$ cat src/rtl/bcd_conv_sched_pkg.sv
`default_nettype none
// ============================================================================
// Module      : bcd_conv_sched_pkg
// Description : Shared types and constants for the time-shared binary-to-BCD
//               converter (state encoding, channel IDs, default widths).
// Revision    : 1.0 - initial release
// ============================================================================
package bcd_conv_sched_pkg;

    // Default operand width and BCD digit count; (8,3) is the supported pair.
    localparam int DEF_W  = 8;
    localparam int DEF_ND = 3;

    // A BCD digit at or above this value is corrected by +3 before shifting.
    localparam logic [3:0] ADD3_THRESH = 4'd5;

    // Channel identifiers, also used as the round-robin pointer value.
    localparam logic CH_T = 1'b0;
    localparam logic CH_L = 1'b1;

    // Conversion scheduler states.
    typedef enum logic [1:0] {
        IDLE  = 2'd0,
        SHIFT = 2'd1,
        DONE  = 2'd2
    } state_t;

endpackage
`default_nettype wire

$ cat src/rtl/bcd_dd_engine.sv
`default_nettype none
// ============================================================================
// Module      : bcd_dd_engine
// Description : Iterative double-dabble (shift-add-3) datapath. Load clears
//               the BCD accumulator and captures the operand; each step does
//               one add-3 correction followed by a one-bit left shift.
// Revision    : 1.0 - initial release
// ============================================================================
module bcd_dd_engine
    import bcd_conv_sched_pkg::*;
#(
    parameter int W  = DEF_W,
    parameter int ND = DEF_ND
) (
    input  logic              clk,
    input  logic              rst,
    input  logic              load,
    input  logic [W-1:0]      bin,
    input  logic              step,
    output logic [ND*4-1:0]   bcd
);

    logic [ND*4-1:0] acc_q, acc_d;
    logic [W-1:0]    opnd_q, opnd_d;
    logic [ND*4-1:0] w_adj;

    // Per-digit add-3 correction applied to the accumulator before the shift.
    generate
        for (genvar i = 0; i < ND; i++) begin : g_digit
            assign w_adj[i*4 +: 4] = (acc_q[i*4 +: 4] >= ADD3_THRESH)
                                   ? acc_q[i*4 +: 4] + 4'd3
                                   : acc_q[i*4 +: 4];
        end
    endgenerate

    // Next-state: load takes priority; a step shifts the operand MSB into the BCD LSB.
    always_comb begin
        acc_d  = acc_q;
        opnd_d = opnd_q;
        if (load) begin
            acc_d  = '0;
            opnd_d = bin;
        end else if (step) begin
            {acc_d, opnd_d} = {w_adj[ND*4-2:0], opnd_q, 1'b0};
        end
    end

    // Accumulator and operand shift register.
    always_ff @(posedge clk) begin
        if (rst) begin
            acc_q  <= '0;
            opnd_q <= '0;
        end else begin
            acc_q  <= acc_d;
            opnd_q <= opnd_d;
        end
    end

    assign bcd = acc_q;

endmodule
`default_nettype wire

$ cat src/rtl/bcd_conv_sched.sv
`default_nettype none
// ============================================================================
// Module      : bcd_conv_sched
// Description : Shares one shift-add-3 engine between channels T and L with
//               req/ack handshaking and round-robin arbitration. Results are
//               held in DT / DL until the owning channel is converted again.
// Revision    : 1.0 - initial release
// ============================================================================
module bcd_conv_sched
    import bcd_conv_sched_pkg::*;
#(
    parameter int W  = DEF_W,
    parameter int ND = DEF_ND
) (
    input  logic              clk,
    input  logic              rst,
    input  logic [W-1:0]      T,
    input  logic [W-1:0]      L,
    input  logic              req_t,
    input  logic              req_l,
    output logic              ack_t,
    output logic              ack_l,
    output logic [ND*4-1:0]   DT,
    output logic [ND*4-1:0]   DL,
    output logic              busy
);

    localparam int                 c_cnt_w    = $clog2(W);
    localparam logic [c_cnt_w-1:0] c_cnt_last = c_cnt_w'(W - 1);

    state_t             state_q, state_d;
    logic [c_cnt_w-1:0] cnt_q, cnt_d;
    logic               last_q, last_d;   // channel granted most recently
    logic               ch_q, ch_d;       // channel owning the running conversion
    logic [ND*4-1:0]    dt_q, dt_d;
    logic [ND*4-1:0]    dl_q, dl_d;
    logic               ack_t_q, ack_t_d;
    logic               ack_l_q, ack_l_d;

    logic               w_req_any;
    logic               w_grant_ch;
    logic               w_load;
    logic               w_step;
    logic [W-1:0]       w_bin;
    logic [ND*4-1:0]    w_bcd;

    // Round-robin choice: on a tie the channel not granted last time wins.
    always_comb begin
        w_req_any = req_t | req_l;
        if (req_t && req_l) begin
            w_grant_ch = (last_q == CH_T) ? CH_L : CH_T;
        end else if (req_t) begin
            w_grant_ch = CH_T;
        end else begin
            w_grant_ch = CH_L;
        end
    end

    assign w_load = (state_q == IDLE) && w_req_any;
    assign w_step = (state_q == SHIFT);
    assign w_bin  = (w_grant_ch == CH_T) ? T : L;

    bcd_dd_engine #(
        .W  (W),
        .ND (ND)
    ) u_engine (
        .clk  (clk),
        .rst  (rst),
        .load (w_load),
        .bin  (w_bin),
        .step (w_step),
        .bcd  (w_bcd)
    );

    // Scheduler next-state: grant, W shift cycles, then write-back with ack.
    always_comb begin
        state_d = state_q;
        cnt_d   = cnt_q;
        last_d  = last_q;
        ch_d    = ch_q;
        dt_d    = dt_q;
        dl_d    = dl_q;
        ack_t_d = 1'b0;
        ack_l_d = 1'b0;
        case (state_q)
            IDLE: begin
                if (w_req_any) begin
                    state_d = SHIFT;
                    cnt_d   = '0;
                    ch_d    = w_grant_ch;
                    last_d  = w_grant_ch;
                end
            end
            SHIFT: begin
                cnt_d = cnt_q + 1'b1;
                if (cnt_q == c_cnt_last) begin
                    state_d = DONE;
                end
            end
            DONE: begin
                if (ch_q == CH_T) begin
                    dt_d    = w_bcd;
                    ack_t_d = 1'b1;
                end else begin
                    dl_d    = w_bcd;
                    ack_l_d = 1'b1;
                end
                state_d = IDLE;
            end
            default: state_d = IDLE;
        endcase
    end

    // Single register bank for the FSM, counter, arbiter pointer and outputs.
    always_ff @(posedge clk) begin
        if (rst) begin
            state_q <= IDLE;
            cnt_q   <= '0;
            last_q  <= CH_L;
            ch_q    <= CH_T;
            dt_q    <= '0;
            dl_q    <= '0;
            ack_t_q <= 1'b0;
            ack_l_q <= 1'b0;
        end else begin
            state_q <= state_d;
            cnt_q   <= cnt_d;
            last_q  <= last_d;
            ch_q    <= ch_d;
            dt_q    <= dt_d;
            dl_q    <= dl_d;
            ack_t_q <= ack_t_d;
            ack_l_q <= ack_l_d;
        end
    end

    assign ack_t = ack_t_q;
    assign ack_l = ack_l_q;
    assign DT    = dt_q;
    assign DL    = dl_q;
    assign busy  = (state_q != IDLE);

endmodule
`default_nettype wire

$ cat config.mk
export PLATFORM = sky130hd
export DESIGN_NAME = bcd_conv_sched
export DESIGN_NICKNAME = d
export VERILOG_FILES = /design/src/rtl/bcd_conv_sched_pkg.sv /design/src/rtl/bcd_dd_engine.sv /design/src/rtl/bcd_conv_sched.sv
export SDC_FILE = /design/constraint.sdc
export NUM_CORES = 1
export LEC_CHECK = 0
export BUFFER_PORTS_ARGS = -buffer_cell sky130_fd_sc_hd__buf_4
export CORE_AREA = 3 3 69 71
export CTS_CLUSTER_SIZE = 30
export DETAILED_ROUTE_END_ITERATION = 16
export DIE_AREA = 0 0 72 74
export PLACE_DENSITY = 0.86
export SYNTH_ARGS = -nofsm -noshare
export SYNTH_HDL_FRONTEND = slang
export SYNTH_HIERARCHICAL = 1
export SYNTH_SLANG_ARGS = --single-unit
$ cat constraint.sdc
create_clock -name clk -period 3.4 [get_ports clk]
set_input_delay 0.68 -clock clk [delete_from_list [all_inputs] [get_ports clk]]
set_output_delay 0.68 -clock clk [all_outputs]
set_load 0.005 [all_outputs]
# Word-level counts from Yosys, hierarchy flattened
# Cells that the tools add are included.
dict set report word_totals {
  register_bits 53
  input_bits 20
  ramBits 0
  rom_bits 0
  latch_bits 0
  n_memories 0
  word_cells 54
}
dict set report op_classes {
  n_lt_le_gt_ge 3
  addsub 4
  bitwise_logic 3
  n_reduce_logical 13
  n_eq_ne 5
  mul 0
  shift 0
  n_div 0
  muxes 16
}
# cell n
set ops {}
lappend ops {{8-bit 2-to-1 mux} 3}
lappend ops {{4-bit by 3-bit >= comparator with 1-bit output (second input constant)} 3}
lappend ops {{2-bit AND reduction} 5}
lappend ops {{4-bit by 2-bit adder with 4-bit output (second input constant)} 2}
lappend ops {{4-bit 2-to-1 mux} 2}
lappend ops {{3-bit 2-to-1 mux} 2}
lappend ops {{3-bit one-hot mux with 2 select lines} 1}
lappend ops {{2-bit nonzero test} 3}
lappend ops {{1-bit 2-to-1 mux} 5}
lappend ops {{2-bit 2-to-1 mux} 2}
lappend ops {{2-bit inequality test (second input constant)} 2}
lappend ops {{2-bit one-hot mux with 2 select lines} 1}
lappend ops {{2-bit OR reduction} 2}
lappend ops {{3-bit by 1-bit adder with 3-bit output (second input constant)} 1}
lappend ops {{3-bit by 2-bit adder with 3-bit output (second input constant)} 1}
lappend ops {{3-bit == test (second input constant)} 1}
lappend ops {{2-bit by 1-bit == test with 1-bit output (second input constant)} 1}
lappend ops {{2-bit == test (second input constant)} 1}
lappend ops {{1-bit logical AND} 2}
lappend ops {{2-bit logical NOT} 1}
lappend ops {{1-bit inverter} 2}
lappend ops {{1-bit bitwise OR} 1}

# Logic depth before layout (Yosys ltp)
dict set report logic_depth {
  depth_word 4
  depth_mapped 7
  mapped_depth_nobuf 6
}

# By module
# The synthesis kept the hierarchy.
# mod cells_per_inst instances area_each_um2 seq_area_each_um2
set modules_own_cells {}
lappend modules_own_cells {bcd_conv_sched 155 1 1301.2 660.6}
lappend modules_own_cells {bcd_dd_engine 133 1 1186.1 400.4}

# Worst setup path before layout
# Ideal clock, no wire load.
dict set report synth_timing {
  path_kind {in2reg}
  startpoint {input req_l}
  endpoint {register u_engine.acc_q[4] (netlist: u_engine/bcd[4])}
  t_required_ns 3.326
  path_stages 6
  arrival_ns 1.731
  path_buffers 1
  path_slack_ns 1.594
  path_cell_list {nor2_1 > nor2_1 > buf_2 > nor2_1 > o21ai_0 > a31oi_1}
}
dict set report synth_between {
  elab_chain_len 3
}
# item line_no
set synth_lines {}
lappend synth_lines {{start, declared} bcd_conv_sched.sv:20} ;# input logic req_l,
lappend synth_lines {{1-bit bitwise OR} bcd_conv_sched.sv:49} ;# w_req_any = req_t | req_l;
lappend synth_lines {{1-bit logical AND} bcd_conv_sched.sv:59} ;# assign w_load = (state_q == IDLE) && w_req_any;
lappend synth_lines {{net w_load} bcd_conv_sched.sv:42} ;# logic w_load;
lappend synth_lines {{2-bit OR reduction (no line)} --}
lappend synth_lines {{end signal, assigned} bcd_dd_engine.sv:51} ;# acc_q <= '0;
lappend synth_lines {{end signal, assigned} bcd_dd_engine.sv:54} ;# acc_q <= acc_d;
lappend synth_lines {{end, declared} bcd_dd_engine.sv:23} ;# logic [ND*4-1:0] acc_q, acc_d;
# The timed path passes the listed nets, and every way through them passes these cells.
# A chain may end at the register's enable or synchronous reset.

# Final worst setup path
dict set report layout_timing {
  startpoint {register state_q[0]}
  endpoint {register u_engine.acc_q[10] (netlist: u_engine/bcd[10])}
}
dict set report layout_between {
  elab_chain_len 3
  elab_cells_between_ends 4
  classes_between {1 x eq/ne; 3 x reduce/logical}
}
# item line_no
set layout_lines {}
lappend layout_lines {{start, declared} bcd_conv_sched.sv:31} ;# state_t state_q, state_d;
lappend layout_lines {{start signal, assigned} bcd_conv_sched.sv:126} ;# state_q <= state_d;
lappend layout_lines {{2-bit logical NOT} bcd_conv_sched.sv:59}
lappend layout_lines {{1-bit logical AND} bcd_conv_sched.sv:59}
lappend layout_lines {{net w_load} bcd_conv_sched.sv:42}
lappend layout_lines {{2-bit OR reduction (no line)} --}
# The timed path passes the listed nets, and every way through them passes these cells.

==> qor.yml <==
outcome:
  status: "complete, no violations"
placed_design:
  place_congestion: 0.897
  portBuffers: 46
  post-place-ws_ns: 0.987
  place_hpwl_um: 3650
yosys:
  synth_cell_types: 37
  synth_top_area_share: 0.427
  ys_warn_count: 6
  syn_avg_cell_area_um2: 8.64
  synth_area_um2: 2490
  ys.flop_type: "dfxtp_1"
  yosys-top-cells-count: "59 x nand2_1, 53 x dfxtp_1, 36 x a21oi_1"
  synthTopCellsByArea: "dfxtp_1 43%, nand2_1 8.9%, a21oi_1 7.2%, mux2_2 6.8%, ha_1 4.0%"
  ys_seq_area_frac: 0.427
  yosys.cell_count.top_type: "nand2_1"
  synthArstFlopShare: 0
  ys_seq_elements: 53
  synth.net_count: 316
  yosysTopAreaCell: "dfxtp_1"
  synth-edff-count: 0
  synthCells: 288
sta:
  worstMarginPinSlew_ns: 1.00
  clock_skew_ns: 0.0105
  grt_setup_unrepaired: "no"
  fin_crit_ns: 2.36
  setup_tns_ns: 0
  clock.fmax_mhz: 423
  whs_ns: 0.459
  period_share: 0.695
  setup_violations: 0
  finalMaxSlewViolations: 0
  relSlewSlack: 0.329
  timing.final.ws_setup_ns: 1.04
  hold_viol_final: 0
setup_path:
  worstPathRequired_ns: 3.58
  slowest_stage: "nor2_1"
  path_class: "reg2reg"
  endpoint_kind: "register"
  crit_chain: "nor2_1 -> inv_1 -> nor2_1 -> or2_1 -> a2111o_1 -> o211ai_1"
  max_stage_delay_ns: 0.79
  startpoint_type: "register"
  rr_worst_depth: 6
  critPathMaxFanout: 12
  crit_top_cell: "nor2_1"
  arrival_ns: 2.54
detailed_routing:
  first_iter_violations: 93
  vias: 2100
  ant_nets: 0
  drt-total-wl_um: 5100
  wl_per_cell_um: 13.4
  viasPerCell: 5.51
  dr.pass1.iters: 5
  remaining_drc_errors: 0
clock_network:
  root_buffer: "clkbuf_8"
  htreeDepth: 2
  cts_tree: "built"
  postCtsSetupBuffers: 0
  clk_pin_slew_worst_paths_ns: 0.10
  ctsResizeCount: 0
  clock_sinks: 53
  clkLatencyLatePin_ns: 0.30
  clockBufferDepth: 2
  ctsHoldBuffers: 0
  cts_made_buffers: 5
global_routing:
  first_global_vias: 1959
  grt_usage: 0.201
  antenna_found_initial: 0
  grt-ovfl-total: 0
  grt_pass1_wl_um: 8490
  grt_max_degree: 42
floorplanning:
  core_area_um2: 4290
  die_y_um: 74
  start_util: 0.579
  std_cell_rows: 24
  dieArea_um2: 5330
  ios: 47
  dieWidth_um: 72
final_layout:
  drive_above_1_share: 0.225
  num-nets-final: 356
  diodes: 0
  area_growth_pct: 17.2
  nFillCells: 360
min_path:
  hold_class: "reg2reg"
  hold_depth: 2
pwr:
  p_leak_nw: 1.13
  irDropWorstVdd_v: 0.000301
  power_mw: 1.21
  cellPowerDensity_nw_per_um2: 414
job:
  cap_viol_max_count: 0
[power breakdown]
group | internal, mW | switching [mW]
Combinational | 0.0636 | 0.0678
Sequential | 0.637 | 0.0165
Clock | 0.221 | 0.201
[path summary, 6_finish.rpt]
kind	startpoint	end	slack (ns)
worst min-delay path	DL[8]$_SDFFE_PP0P_	DL[8]$_SDFFE_PP0P_	0.46
worst max register to register	state_q[0]$_SDFFE_PP0P_	u_engine/bcd[10]$_SDFFE_PP0P_	1.04
worst min register to register	DL[8]$_SDFFE_PP0P_	DL[8]$_SDFFE_PP0P_	0.46
worst max-delay path	state_q[0]$_SDFFE_PP0P_	u_engine/bcd[10]$_SDFFE_PP0P_	1.04
[registers in the layout (all words and copies together) (netlist names)]
register and count:
DL 12, DT 12, u_engine/bcd 12, u_engine/opnd_q 8, cnt_q 3, state_q 2, ack_l 1, ack_t 1
ch_q 1, last_q 1
[cell families (layout without fill, tap and decap cells)]
family	after synthesis	in the layout	share of synthesized area
AO/OA/AOI/OAI	66	66	0.161
adder cells (fa/ha/maj)	8	8	0.0402
buffers and inverters	26	67	0.0594
flip-flops	53	53	0.427
multiplexers	23	23	0.100
AND/OR/NAND/NOR	112	112	0.212
[per-layer routing]
| layer | part of all wire | GRT usage |
|---|---|---|
| met1 | 0.43 | 0.235 |
| met2 | 0.50 | 0.352 |
| met3 | 0.047 | 0.0514 |
| met4 | 0.018 | 0.0835 |
| met5 | 0 | 0 |
[final cells by class]
type                       instances  area [um^2]  area share
clock buffer                       6         72.6      0.0249
clock inverter                     2         38.8      0.0133
inverter                          12         45.0      0.0155
multi-input combinational        209         1280       0.439
sequential                        53         1060       0.364
tap                               52         65.1      0.0223
timing repair buffer              47          353       0.121
[cell usage in the layout, fill, tap and decap left out, drive strengths merged, types with 4 or more instances in the layout]
cell,synthesis,routed
a21oi,36,36
o211ai,7,7
nand2,59,59
nand2b,7,7
a2111o,4,4
mux2,15,15
buf,11,47
nand3,6,6
inv,12,12
clkbuf,3,6
nor2,18,18
mux2i,8,8
a31oi,4,4
o21ai,9,9
dfxtp,53,53
ha,8,8
[metrics by stage]
step	cell area, um^2	util	std cells
2_1_floorplan	2490	-	288
3_3_place_gp	2800	0.653	373
3_5_place_dp	2800	0.653	373
4_1_cts	2910	0.679	381
5_1_grt	2910	0.679	381
6_report	2910	0.679	381
[critical path, delay by kind of cell (launching register included)]
kind / cells / cell delay, ns
compound gates: 2 / 0.26
flops: 1 / 0.36
buf+inv: 1 / 0.14
simple gates: 3 / 1.46
No activity file was read; power rests on OpenSTA's default activity.
